$ cat src/rtl/poly_voice_ctrl_pkg.sv
// Shared types and helpers for the polyphonic voice controller.
// Voice state encodings match the tone-generator family (IDLE=0, TIMED=1, GATED=2).
package poly_voice_ctrl_pkg;

    typedef enum logic [1:0] {
        ST_IDLE  = 2'd0,
        ST_TIMED = 2'd1,
        ST_GATED = 2'd2
    } voice_state_e;

    localparam int DEF_FREQ_W = 8;
    localparam int DEF_LEN_W  = 8;

    function automatic int clog2_min1(input int n);
        return (n > 1) ? $clog2(n) : 1;
    endfunction

endpackage

$ cat src/rtl/poly_voice_ctrl_voice_slot.sv
// One tone voice: holds its half-period, remaining tick count and owning key.
// A load always overrides expiry/release so a stolen or retriggered voice never goes silent.
module voice_slot
    import poly_voice_ctrl_pkg::*;
#(
    parameter int FREQ_W = DEF_FREQ_W,
    parameter int LEN_W  = DEF_LEN_W,
    parameter int KW     = 2
) (
    input  logic              clk,
    input  logic              reset_n,
    input  logic              i_load,
    input  logic [FREQ_W-1:0] i_hp,
    input  logic [LEN_W-1:0]  i_len,
    input  logic [KW-1:0]     i_key,
    input  logic              i_tick,
    input  logic              i_release,
    output logic [FREQ_W-1:0] o_freq,
    output logic              o_active,
    output logic [KW-1:0]     o_key,
    output logic [LEN_W-1:0]  o_cost
);

    voice_state_e      r_state, w_state_nx;
    logic [FREQ_W-1:0] r_hp, w_hp_nx;
    logic [LEN_W-1:0]  r_rem, w_rem_nx;
    logic [KW-1:0]     r_key, w_key_nx;

    // Voice state register
    always_ff @(posedge clk or negedge reset_n) begin
        if (!reset_n) begin
            r_state <= ST_IDLE;
            r_hp    <= '0;
            r_rem   <= '0;
            r_key   <= '0;
        end else begin
            r_state <= w_state_nx;
            r_hp    <= w_hp_nx;
            r_rem   <= w_rem_nx;
            r_key   <= w_key_nx;
        end
    end

    // Next-state: load, tick countdown, gate release
    always_comb begin
        w_state_nx = r_state;
        w_hp_nx    = r_hp;
        w_rem_nx   = r_rem;
        w_key_nx   = r_key;
        if (i_load) begin
            w_hp_nx    = i_hp;
            w_key_nx   = i_key;
            w_rem_nx   = i_len;
            w_state_nx = (i_len != '0) ? ST_TIMED : ST_GATED;
        end else begin
            case (r_state)
                ST_TIMED: begin
                    if (i_tick && (r_rem == LEN_W'(1))) begin
                        w_state_nx = ST_IDLE;
                        w_hp_nx    = '0;
                        w_rem_nx   = '0;
                    end else if (i_tick) begin
                        w_rem_nx = r_rem - LEN_W'(1);
                    end else begin
                        w_rem_nx = r_rem;
                    end
                end
                ST_GATED: begin
                    if (i_release) begin
                        w_state_nx = ST_IDLE;
                        w_hp_nx    = '0;
                    end else begin
                        w_state_nx = ST_GATED;
                    end
                end
                default: begin
                    w_state_nx = ST_IDLE;
                    w_hp_nx    = '0;
                    w_rem_nx   = '0;
                end
            endcase
        end
    end

    assign o_freq   = r_hp;
    assign o_active = (r_state != ST_IDLE);
    assign o_key    = r_key;
    // Gated notes have no countdown, so they are the last choice when stealing
    assign o_cost   = (r_state == ST_GATED) ? {LEN_W{1'b1}} : r_rem;

endmodule

$ cat src/rtl/poly_voice_ctrl.sv
// Polyphonic voice controller: key synchronisers, note table, tick prescaler
// and a one-key-per-cycle allocator driving NUM_VOICES voice_slot instances.
module poly_voice_ctrl
    import poly_voice_ctrl_pkg::*;
#(
    parameter int NUM_VOICES = 4,
    parameter int NUM_KEYS   = 4,
    parameter int FREQ_W     = DEF_FREQ_W,
    parameter int LEN_W      = DEF_LEN_W,
    parameter int TICK_DIV   = 256,
    parameter int STEAL      = 1,
    localparam int KW        = clog2_min1(NUM_KEYS)
) (
    input  logic                         clk,
    input  logic                         reset_n,
    input  logic [NUM_KEYS-1:0]          key,
    input  logic                         cfg_we,
    input  logic [KW-1:0]                cfg_addr,
    input  logic [FREQ_W-1:0]            cfg_half_period,
    input  logic [LEN_W-1:0]             cfg_len,
    output logic [NUM_VOICES*FREQ_W-1:0] freq,
    output logic [NUM_VOICES-1:0]        voice_active,
    output logic [NUM_VOICES*KW-1:0]     voice_key,
    output logic                         drop_pulse
);

    localparam int VW = clog2_min1(NUM_VOICES);
    localparam int PW = clog2_min1(TICK_DIV);

    logic [NUM_KEYS-1:0] r_sync1, r_sync2, r_sync3, r_pending;
    logic [PW-1:0]       r_presc;
    logic                r_drop;
    logic [FREQ_W-1:0]   r_tab_hp  [NUM_KEYS];
    logic [LEN_W-1:0]    r_tab_len [NUM_KEYS];

    logic [NUM_KEYS-1:0]   w_rise, w_clear;
    logic                  w_tick, w_any, w_alloc, w_drop;
    logic [KW-1:0]         w_sel_key;
    logic [FREQ_W-1:0]     w_sel_hp;
    logic [LEN_W-1:0]      w_sel_len, w_best;
    logic                  w_rt_hit, w_free_hit;
    logic [VW-1:0]         w_rt_idx, w_free_idx, w_steal_idx, w_target;
    logic [NUM_VOICES-1:0] w_load, w_release;
    logic [KW-1:0]         w_vkey [NUM_VOICES];
    logic [LEN_W-1:0]      w_cost [NUM_VOICES];

    assign w_rise     = r_sync2 & ~r_sync3;
    assign w_tick     = (r_presc == PW'(TICK_DIV - 1));
    assign w_sel_hp   = r_tab_hp[w_sel_key];
    assign w_sel_len  = r_tab_len[w_sel_key];
    assign drop_pulse = r_drop;

    // Synchronisers, pending flags, drop pulse and tick prescaler
    always_ff @(posedge clk or negedge reset_n) begin
        if (!reset_n) begin
            r_sync1   <= '0;
            r_sync2   <= '0;
            r_sync3   <= '0;
            r_pending <= '0;
            r_drop    <= 1'b0;
            r_presc   <= '0;
        end else begin
            r_sync1   <= key;
            r_sync2   <= r_sync1;
            r_sync3   <= r_sync2;
            r_pending <= (r_pending & ~w_clear) | w_rise;
            r_drop    <= w_drop;
            r_presc   <= w_tick ? '0 : r_presc + PW'(1);
        end
    end

    // Note table; out-of-range addresses are ignored
    always_ff @(posedge clk or negedge reset_n) begin
        if (!reset_n) begin
            for (int k = 0; k < NUM_KEYS; k++) begin
                r_tab_hp[k]  <= '0;
                r_tab_len[k] <= '0;
            end
        end else if (cfg_we && ({1'b0, cfg_addr} < (KW+1)'(NUM_KEYS))) begin
            r_tab_hp[cfg_addr]  <= cfg_half_period;
            r_tab_len[cfg_addr] <= cfg_len;
        end
    end

    // Candidate search: lowest pending key, retrigger owner, lowest free voice, steal victim
    always_comb begin
        w_any       = 1'b0;
        w_sel_key   = '0;
        w_clear     = '0;
        w_rt_hit    = 1'b0;
        w_rt_idx    = '0;
        w_free_hit  = 1'b0;
        w_free_idx  = '0;
        w_steal_idx = '0;
        w_best      = w_cost[0];
        for (int k = NUM_KEYS - 1; k >= 0; k--) begin
            w_sel_key = r_pending[k] ? KW'(k) : w_sel_key;
            w_any     = w_any | r_pending[k];
        end
        for (int k = 0; k < NUM_KEYS; k++) begin
            w_clear[k] = w_any && (w_sel_key == KW'(k));
        end
        for (int v = NUM_VOICES - 1; v >= 0; v--) begin
            w_rt_idx   = (voice_active[v] && (w_vkey[v] == w_sel_key)) ? VW'(v) : w_rt_idx;
            w_rt_hit   = w_rt_hit | (voice_active[v] && (w_vkey[v] == w_sel_key));
            w_free_idx = !voice_active[v] ? VW'(v) : w_free_idx;
            w_free_hit = w_free_hit | !voice_active[v];
        end
        for (int v = 1; v < NUM_VOICES; v++) begin
            w_steal_idx = (w_cost[v] < w_best) ? VW'(v) : w_steal_idx;
            w_best      = (w_cost[v] < w_best) ? w_cost[v] : w_best;
        end
    end

    // Allocation decision for the served key (silent entries are consumed without effect)
    always_comb begin
        w_alloc  = 1'b0;
        w_drop   = 1'b0;
        w_target = '0;
        if (w_any && (w_sel_hp != '0)) begin
            if (w_rt_hit) begin
                w_alloc  = 1'b1;
                w_target = w_rt_idx;
            end else if (w_free_hit) begin
                w_alloc  = 1'b1;
                w_target = w_free_idx;
            end else if (STEAL != 0) begin
                w_alloc  = 1'b1;
                w_target = w_steal_idx;
            end else begin
                w_drop = 1'b1;
            end
        end else begin
            w_alloc = 1'b0;
        end
    end

    for (genvar v = 0; v < NUM_VOICES; v++) begin : g_voice
        assign w_load[v]    = w_alloc && (w_target == VW'(v));
        assign w_release[v] = ~r_sync3[w_vkey[v]];
        assign voice_key[v*KW +: KW] = w_vkey[v];

        voice_slot #(
            .FREQ_W (FREQ_W),
            .LEN_W  (LEN_W),
            .KW     (KW)
        ) u_slot (
            .clk       (clk),
            .reset_n   (reset_n),
            .i_load    (w_load[v]),
            .i_hp      (w_sel_hp),
            .i_len     (w_sel_len),
            .i_key     (w_sel_key),
            .i_tick    (w_tick),
            .i_release (w_release[v]),
            .o_freq    (freq[v*FREQ_W +: FREQ_W]),
            .o_active  (voice_active[v]),
            .o_key     (w_vkey[v]),
            .o_cost    (w_cost[v])
        );
    end

endmodule

$ cat config.mk
export PLATFORM = sky130hd
export DESIGN_NAME = poly_voice_ctrl
export DESIGN_NICKNAME = d
export VERILOG_FILES = /design/src/rtl/poly_voice_ctrl_pkg.sv /design/src/rtl/poly_voice_ctrl_voice_slot.sv /design/src/rtl/poly_voice_ctrl.sv
export SDC_FILE = /design/constraint.sdc
export NUM_CORES = 1
export LEC_CHECK = 0
export ABC_AREA = 1
export CORE_MARGIN = 2
export CORE_UTILIZATION = 59
export CTS_BUF_LIST = sky130_fd_sc_hd__clkbuf_16
export DETAILED_ROUTE_END_ITERATION = 8
export PLACE_DENSITY = 0.79
export SLEW_MARGIN = 5
export SYNTH_ARGS = -nofsm -noshare
export SYNTH_HDL_FRONTEND = slang
export SYNTH_HIERARCHICAL = 1
export SYNTH_SLANG_ARGS = --single-unit
$ cat constraint.sdc
create_clock -name clk -period 5.7 [get_ports clk]
set_input_delay 1.425 -clock clk [delete_from_list [all_inputs] [get_ports clk]]
set_output_delay 1.425 -clock clk [all_outputs]
set_load 0.005 [all_outputs]
==> flow_summary.json, run 1 <==
{
  "cts_sinks": 168,
  "yosys-top-cells-area": "dfrtp_1 (45%), nand2_1 (21%), o21ai_0 (6.5%)",
  "cpMostUsedCell": "nand2_1",
  "die_h_um": 130.1,
  "worstSetupPathType": "reg -> reg",
  "min_path_type": "reg -> reg",
  "core_area_um2": 15710,
  "timing.fmax_mhz": 190.4,
  "finalSetupViolCount": 0,
  "io_buffers": 68,
  "finalClockSkew_ps": 15.27,
  "antenna_found_initial": 0,
  "critPathMaxStageDelay_ps": 400,
  "antenna_left": 0,
  "die_w_um": 130.1,
  "p_per_area_nw_per_um2": 630.7,
  "drive_above_1_share": 0.08750,
  "rsz0062_at_grt": "false",
  "slew_violations": 0,
  "rows": 46,
  "fin_ws_ps": 449.2,
  "clk_path_buf_depth": 2,
  "h-tree-depth": 4,
  "setup_tns_ps": 0,
  "endpoint_kind": "flop",
  "slew-limit-headroom": 0.1699,
  "vdd_drop_max_v": 0.0003419,
  "hold_viol": 0,
  "crit_path_top_delay_cell": "dfrtp_1",
  "synth_flop_cell": "dfrtp_1",
  "dr.pass1.iters": 6,
  "syn_to_final_growth_pct": 16.49,
  "floorplan.io_pins": 70,
  "syn_area_um2": 9388,
  "synth.top_cell.area_share": 0.4478,
  "die-area_um2": 16940,
  "cts_tree": "yes",
  "cts_resized": 0,
  "wire_per_inst_um": 15.43,
  "synth_edf_count": 0,
  "vias": 8512,
  "worstPathRequired_ps": 6080,
  "yosysWarnings": 6,
  "clk_latency_ps": 440,
  "synth-async-reset-ratio": 1.000,
  "tightest_slew_ps": 1240,
  "worstRegToRegCells": 34,
  "max_cap_violations": 0,
  "globalplace.congestion": 0.8951,
  "synth_fp_nets": 1332,
  "cp-start-kind": "flop",
  "n_fill_cell": 1294,
  "synth_area_leader_cell": "dfrtp_1",
  "power_leakage_nw": 5.748,
  "clockRootBuffer": "clkbuf_16",
  "finalCritPeriodShare": 0.9212,
  "hold_depth": 0,
  "drt_iter0_markers": 660,
  "yosysSeqAreaShare": 0.4478,
  "cts_setup_buffers": 0,
  "nets": 1402,
  "drc": 0,
  "cp_max_fo": 16,
  "ys_ff_latch": 168,
  "grt_use_total": 0.3002,
  "dpl_worst_slack_ps": 294.0,
  "clk_pin_slew_ps": 80,
  "drt-total-wl_um": 24320,
  "grt_pass1_vias": 8000,
  "initial_core_util": 0.5975,
  "synth.distinct_cells": 44,
  "cts_buffers": 17,
  "diodes": 0,
  "avgSynthCellArea_um2": 7.351,
  "hpwl_um": 16230,
  "synth.top_cells.by_count": "nand2_1 (522), dfrtp_1 (168), o21ai_0 (122)",
  "grt_pass1_wl_um": 39480,
  "yosysMostFrequentCell": "nand2_1",
  "status": "finished clean",
  "final.min_clock_period_ps": 5251,
  "holdBufCountCts": 0,
  "grt_max_degree": 159,
  "arrival_ps": 5630,
  "synthesis.instances": 1277,
  "gr-total-overflow": 0,
  "vias_per_cell": 5.401
}
cell usage in the layout (no fill, tap or decap), types with 2 or more instances in the layout:
cell	synthesis	layout
xor2_1	6	6
nor3b_1	5	5
a211oi_1	3	2
nand2_4	2	2
a2111oi_2	3	3
clkinv_8	0	4
ha_1	30	30
nand3_1	44	44
o21ai_1	1	3
nor2_2	11	10
buf_4	2	19
nor2_1	106	106
a211oi_2	1	2
nand2_2	16	16
a21oi_1	20	19
clkdlybuf4s50_1	0	67
clkbuf_16	0	17
inv_6	0	3
inv_2	13	13
nand2_1	522	522
o211ai_2	7	7
o21ai_0	122	120
nor3_1	6	6
a21oi_4	1	2
xnor2_1	2	2
inv_8	0	4
dfrtp_1	168	168
nor2_4	2	3
inv_1	115	115
o211ai_1	9	9
o21ai_4	4	4
nand4_1	8	8
area by class of cell:
type	instances	area (um^2)	share of cell area
clock inverter	15	198.9	0.01819
tap	216	270.3	0.02471
timing repair buffer	88	844.6	0.07723
clock buffer	17	425.4	0.03890
multi-input combinational	943	4508	0.4122
inverter	129	484.2	0.04428
sequential	168	4204	0.3844
metrics by stage:
| stage | total power [mW] | instance area, um^2 | hold WS, ps | cells | util |
|---|---|---|---|---|---|
| 6_report | 6.897 | 10940 | 351.9 | 1576 | 0.6960 |
| 5_1_grt | 7.503 | 10940 | 357.6 | 1576 | 0.6960 |
| 4_1_cts | 6.833 | 10920 | 356.8 | 1576 | 0.6949 |
| 3_5_place_dp | 5.593 | 10290 | 347.1 | 1544 | 0.6551 |
| 3_3_place_gp | 5.493 | 10290 | 333.1 | 1544 | 0.6551 |
| 2_1_floorplan | 4.534 | 9388 | 331.2 | 1277 | - |
registers in the layout, summed over array words and instances, names as in the netlist, 8 cells and up:
name,flops
g_voice.u_slot/o_freq,32
g_voice.u_slot/r_rem,32
r_tab_hp,32
r_tab_len,32
g_voice.u_slot/o_key,8
g_voice.u_slot/r_state,8
r_presc,8
routing by layer:
layer,wire length (um),vias to the layer above,share of wire,global-route usage
met5,0,-,0,0
met4,643,0,0.026,0.1031
met3,1596,50,0.066,0.05904
met2,11820,302,0.49,0.4983
met1,10260,3999,0.42,0.3968
li1,-,4161,-,-
where the power goes:
part	switching (mW)	internal (mW)
Clock	0.571	0.639
Sequential	0.259	1.50
Combinational	2.54	1.39
Total	3.37	3.52
final timing paths:
kind,startpoint,end,slack (ps)
max in group asynchronous,reset_n,r_presc[0]$_DFF_PN0_,3840
worst min register to register,r_sync1[3]$_DFF_PN0_,r_sync2[3]$_DFF_PN0_,350
worst min-delay path,r_sync1[3]$_DFF_PN0_,r_sync2[3]$_DFF_PN0_,350
worst max register to register,g_voice[0].u_slot/r_state[0]$_DFFE_PN0P_,g_voice[0].u_slot/o_freq[1]$_DFFE_PN0P_,450
min in group asynchronous,reset_n,g_voice[1].u_slot/r_rem[0]$_DFFE_PN0P_,790
worst max-delay path,g_voice[0].u_slot/r_state[0]$_DFFE_PN0P_,g_voice[0].u_slot/o_freq[1]$_DFFE_PN0P_,450
cells by family after synthesis:
logic type                 Yosys count  share of synthesized area
other                                1                  0.0003995
adders and majority gates           30                    0.03998
xor gates and xnor gates             8                   0.007464
buffers and inverters              166                    0.07424
and+or+nand+nor                    728                     0.3157
DFF                                168                     0.4478
AOI/OAI and AO/OA                  176                     0.1144
worst max-delay path: cells and delay by family, from the launching register on:
| kind | cells | cell delay, ps |
|---|---|---|
| AND/OR/NAND/NOR | 20 | 2210 |
| AO/OA/AOI/OAI | 7 | 1330 |
| adder cells (fa/ha/maj) | 3 | 880 |
| flip-flops | 1 | 400 |
| buffers and inverters | 4 | 360 |
No activity file was read; power rests on OpenSTA's default activity.
==> run 2: changes to the inputs <==
CORE_UTILIZATION = 64   (was 59)
PLACE_DENSITY = 0.85   (was 0.79)
clock period = 6.5 ns   (was 5.7 ns; I/O delays follow)
==> flow_summary.json, run 2 (synthesized netlist as in run 1, its figures left out) <==
{
  "status": "finished clean",
  "die_h_um": 125.1,
  "drc": 0,
  "clk_latency_ps": 430,
  "timing.fmax_mhz": 176.7,
  "floorplan.io_pins": 70,
  "antenna_left": 0,
  "wl_met3_um": 2080,
  "multi_input_area_um2": 4491,
  "cts_resized": 0,
  "vias_per_cell": 5.695,
  "io_buffers": 68,
  "antenna_found_initial": 0,
  "power.total_mw": 6.051,
  "h-tree-depth": 4,
  "arrival_ps": 6030,
  "holdBufCountCts": 0,
  "n_fill_cell": 1075,
  "drt-total-wl_um": 25010,
  "wire_per_inst_um": 16.31,
  "finalClockSkew_ps": 14.38,
  "hold_depth": 0,
  "finalCritPeriodShare": 0.8704,
  "critPathMaxStageDelay_ps": 430,
  "vdd_drop_max_v": 0.0003401,
  "hold_viol": 0,
  "cts_sinks": 168,
  "tightest_slew_ps": 1312,
  "power_leakage_nw": 5.715,
  "clk_pin_slew_ps": 70,
  "routed.top_layer": "met4",
  "rsz0062_at_grt": "false",
  "die-area_um2": 15650,
  "worstPathRequired_ps": 6870,
  "initial_core_util": 0.6509,
  "p_per_area_nw_per_um2": 558.9,
  "slew_violations": 0,
  "cts_setup_buffers": 0,
  "core_area_um2": 14420,
  "grt_pass1_wl_um": 40760,
  "crit_path_top_delay_cell": "a211oi_1",
  "grt_pass1_vias": 8395,
  "wl_met2_um": 11970,
  "vias": 8730,
  "min_to": "r_sync2[2]$_DFF_PN0_",
  "final_cells": 1533,
  "dp_cells": 1501,
  "reg2reg_from": "g_voice[0].u_slot/r_state[0]$_DFFE_PN0P_",
  "cts_buffers": 17,
  "clockRootBuffer": "clkbuf_16",
  "cp_max_fo": 21,
  "drive_above_1_share": 0.07784,
  "final.min_clock_period_ps": 5658,
  "grt_use_total": 0.3243,
  "slew-limit-headroom": 0.1215,
  "cpMostUsedCell": "nand2_1",
  "drt_iter0_markers": 781,
  "nets": 1391,
  "path_delay_family": "simple AND/OR/NAND/NOR gates",
  "die_w_um": 125.1,
  "reg2reg_to": "g_voice[0].u_slot/o_freq[6]$_DFFE_PN0P_",
  "hp-start": "r_sync1[2]$_DFF_PN0_",
  "path_buf_inv": 5,
  "endpoint_kind": "flop",
  "setup_tns_ps": 0,
  "final_cell_mix": "nand2_1 (522), dfrtp_1 (168), o21ai_0 (122), inv_1 (117), nor2_1 (106)",
  "hpwl_um": 16400,
  "finalSetupViolCount": 0,
  "max_cap_violations": 0,
  "rows": 44,
  "ff_latch_area_um2": 4204,
  "syn_to_final_growth_pct": 15.34,
  "clk_path_buf_depth": 2,
  "grt_max_degree": 85,
  "diodes": 0,
  "dr.pass1.iters": 6,
  "worstRegToRegCells": 34,
  "gr-total-overflow": 0,
  "cts_tree": "yes",
  "worstSetupPathType": "reg -> reg",
  "final_common_cell": "nand2_1",
  "globalplace.congestion": 0.9339,
  "drt-met1-wl_um": 9954,
  "holdWs_ps": 353.1,
  "rrSetupSlack_ps": 840,
  "min_path_type": "reg -> reg",
  "cp-start-kind": "flop"
}
==> run 2: stage by stage <==
step / utilization / area (um^2) / worst slack [ps]
after detailed placement: 0.7043 / 10160 / 969.7
after CTS: 0.7507 / 10830 / 912.3
final: 0.7507 / 10830 / 842.2
after floorplan: - / 9388 / 1528
after global placement: 0.7043 / 10160 / 1175
after global routing: 0.7507 / 10830 / 220.5
==> run 2: layer usage <==
metal	vias to the layer above	track usage
li1	4152	-
met1	4077	0.4147
met2	414	0.5326
met3	87	0.06718
met4	0	0.1536
met5	-	0
==> run 2: final cells by class <==
cell class,instances,area share
clock inverters,15,0.02253
clock buffers,17,0.03929
well taps,184,0.02126
flip-flops and latches,168,0.3883
repair buffers,77,0.06922
multi-input cells,943,0.4147
inverters,129,0.04472
==> run 2: report_power, final <==
group          internal, mW  total (mW)  leakage (nW)  switching, mW
Combinational          1.14        3.34          3.26           2.20
Sequential             1.31        1.55          2.12          0.237
Clock                 0.696        1.16         0.331          0.461
Total                  3.15        6.05          5.71           2.90
==> run 2: how the worst max path moves through the flow <==
| stage | start | to | cells past startpoint |
|---|---|---|---|
| final | g_voice[0].u_slot/r_state[0]$_DFFE_PN0P_ | g_voice[0].u_slot/o_freq[6]$_DFFE_PN0P_ | 34 |
| after global routing | g_voice[0].u_slot/r_state[0]$_DFFE_PN0P_ | g_voice[0].u_slot/o_freq[2]$_DFFE_PN0P_ | 34 |
| after CTS | g_voice[0].u_slot/r_state[0]$_DFFE_PN0P_ | g_voice[0].u_slot/o_freq[6]$_DFFE_PN0P_ | 34 |
| after detailed placement | g_voice[0].u_slot/r_state[0]$_DFFE_PN0P_ | g_voice[0].u_slot/o_freq[6]$_DFFE_PN0P_ | 34 |
| after global placement | g_voice[0].u_slot/r_state[0]$_DFFE_PN0P_ | g_voice[1].u_slot/o_freq[0]$_DFFE_PN0P_ | 35 |
| after floorplan | g_voice[0].u_slot/r_state[0]$_DFFE_PN0P_ | g_voice[2].u_slot/r_rem[3]$_DFFE_PN0P_ | 35 |
==> run 2: worst reg2reg max path: cells and delay by family (launching register included) <==
kind                     cells  cell delay [ps]
adder cells (fa/ha/maj)      3              840
buffers and inverters        5              580
AND/OR/NAND/NOR             19             2120
AO/OA/AOI/OAI                7             1670
flip-flops                   1              390
==> run 3: changes to the inputs <==
GPL_ROUTABILITY_DRIVEN = 0   (was default)
==> flow_summary.json, run 3 (synthesized netlist as in run 1, its figures left out) <==
{
  "status": "finished clean",
  "final_common_cell": "nand2_1",
  "grt_max_degree": 62,
  "clockRootBuffer": "clkbuf_16",
  "power.total_mw": 5.909,
  "reg2reg_to": "g_voice[0].u_slot/o_freq[3]$_DFFE_PN0P_",
  "finalCritPeriodShare": 0.8641,
  "fin_area_um2": 10770,
  "drt-total-wl_um": 24290,
  "cp_max_fo": 21,
  "slew-limit-headroom": 0.06808,
  "final_util": 0.7468,
  "arrival_ps": 5980,
  "rsz0062_at_grt": "false",
  "final_cell_mix": "nand2_1 (522), dfrtp_1 (168), o21ai_0 (122), inv_1 (116), nor2_1 (106)",
  "nets": 1393,
  "rows": 44,
  "die-area_um2": 15650,
  "vdd_drop_max_v": 0.0003418,
  "timing.fmax_mhz": 178.1,
  "worstSetupPathType": "reg -> reg",
  "gr-total-overflow": 0,
  "finalClockSkew_ps": 10.94,
  "vias": 8673,
  "reg2reg_from": "g_voice[0].u_slot/r_state[0]$_DFFE_PN0P_",
  "initial_core_util": 0.6509,
  "cts_setup_buffers": 0,
  "dpl_worst_slack_ps": 970.9,
  "rrSetupSlack_ps": 880,
  "clk_pin_slew_ps": 70,
  "max_cap_violations": 0,
  "antenna_left": 0,
  "drive_above_1_share": 0.07920,
  "hpwl_um": 16330,
  "grt_use_total": 0.3213,
  "cts_resized": 0,
  "cpMostUsedCell": "nand2_1",
  "vias_per_cell": 5.650,
  "placed_cell_area_um2": 10170,
  "clk_latency_ps": 430,
  "fin_ws_ps": 883.6,
  "finalSetupViolCount": 0,
  "cp-start-kind": "flop",
  "syn_to_final_growth_pct": 14.74,
  "drc": 0,
  "holdWs_ps": 350.3,
  "cts_tree": "yes",
  "setup_tns_ps": 0,
  "h-tree-depth": 4,
  "final_cells": 1535,
  "diodes": 0,
  "power_leakage_nw": 5.673,
  "hp-start": "r_sync1[2]$_DFF_PN0_",
  "endpoint_kind": "flop",
  "worstRegToRegCells": 35,
  "die_w_um": 125.1,
  "p_per_area_nw_per_um2": 548.5,
  "dr.pass1.iters": 6,
  "ff_latch_area_um2": 4204,
  "slew_violations": 0,
  "cts_buffers": 17,
  "dp_cells": 1503,
  "holdBufCountCts": 0,
  "drt_iter0_markers": 945,
  "worstPathRequired_ps": 6860,
  "final.min_clock_period_ps": 5616,
  "die_h_um": 125.1,
  "hold_viol": 0,
  "io_buffers": 68,
  "core_area_um2": 14420,
  "grt_pass1_vias": 8362,
  "grt_pass1_wl_um": 40600,
  "cts_sinks": 168,
  "min_path_type": "reg -> reg",
  "clk_path_buf_depth": 2,
  "tightest_slew_ps": 1392,
  "hold_depth": 0,
  "antenna_found_initial": 0,
  "critPathMaxStageDelay_ps": 450,
  "n_fill_cell": 1108,
  "min_to": "r_sync2[2]$_DFF_PN0_",
  "wire_per_inst_um": 15.82,
  "floorplan.io_pins": 70,
  "multi_input_area_um2": 4491,
  "crit_path_top_delay_cell": "a211oi_1"
}
[run 3: where the power goes]
group          internal, mW  total (mW)  switching [mW]
combinational          1.15        3.34            2.19
sequential             1.31        1.55           0.238
clock                 0.576        1.02           0.446
total                  3.04        5.91            2.87
[run 3: area by class of cell]
| class | count | area share |
|---|---|---|
| Multi-Input combinational cell | 943 | 0.4169 |
| Inverter | 129 | 0.04495 |
| Tap cell | 184 | 0.02137 |
| Clock inverter | 15 | 0.01603 |
| Clock buffer | 17 | 0.03949 |
| Sequential cell | 168 | 0.3903 |
| Timing Repair Buffer | 79 | 0.07097 |
[run 3: layer usage]
layer  routed length, um  up-vias  global-route usage
li1                    -     4147                   -
met5                   0        -                   0
met4                 974        0              0.1386
met1                9939     4075              0.4109
met3                1712       86             0.05905
met2               11660      365              0.5400
[run 3: worst max-delay path: cells and delay by family (launching register included)]
kind	cells	cell delay, ps
buffers and inverters	5	610
and+or+nand+nor	20	2130
AOI/OAI and AO/OA	7	1520
DFF	1	390
adders and majority gates	3	900
[run 3: worst max-delay path by stage]
stage                                             start                                 endpoint  slack (ps)  cells after the start
5_1_grt        g_voice[0].u_slot/r_state[0]$_DFFE_PN0P_  g_voice[0].u_slot/o_freq[3]$_DFFE_PN0P_         290                     34
2_1_floorplan  g_voice[0].u_slot/r_state[0]$_DFFE_PN0P_   g_voice[2].u_slot/r_rem[3]$_DFFE_PN0P_        1530                     35
4_1_cts        g_voice[0].u_slot/r_state[0]$_DFFE_PN0P_  g_voice[0].u_slot/o_freq[3]$_DFFE_PN0P_         930                     35
3_5_place_dp   g_voice[0].u_slot/r_state[0]$_DFFE_PN0P_  g_voice[1].u_slot/o_freq[3]$_DFFE_PN0P_         970                     35
3_3_place_gp   g_voice[0].u_slot/r_state[0]$_DFFE_PN0P_  g_voice[0].u_slot/o_freq[3]$_DFFE_PN0P_        1170                     35
6_report       g_voice[0].u_slot/r_state[0]$_DFFE_PN0P_  g_voice[0].u_slot/o_freq[3]$_DFFE_PN0P_         880                     35
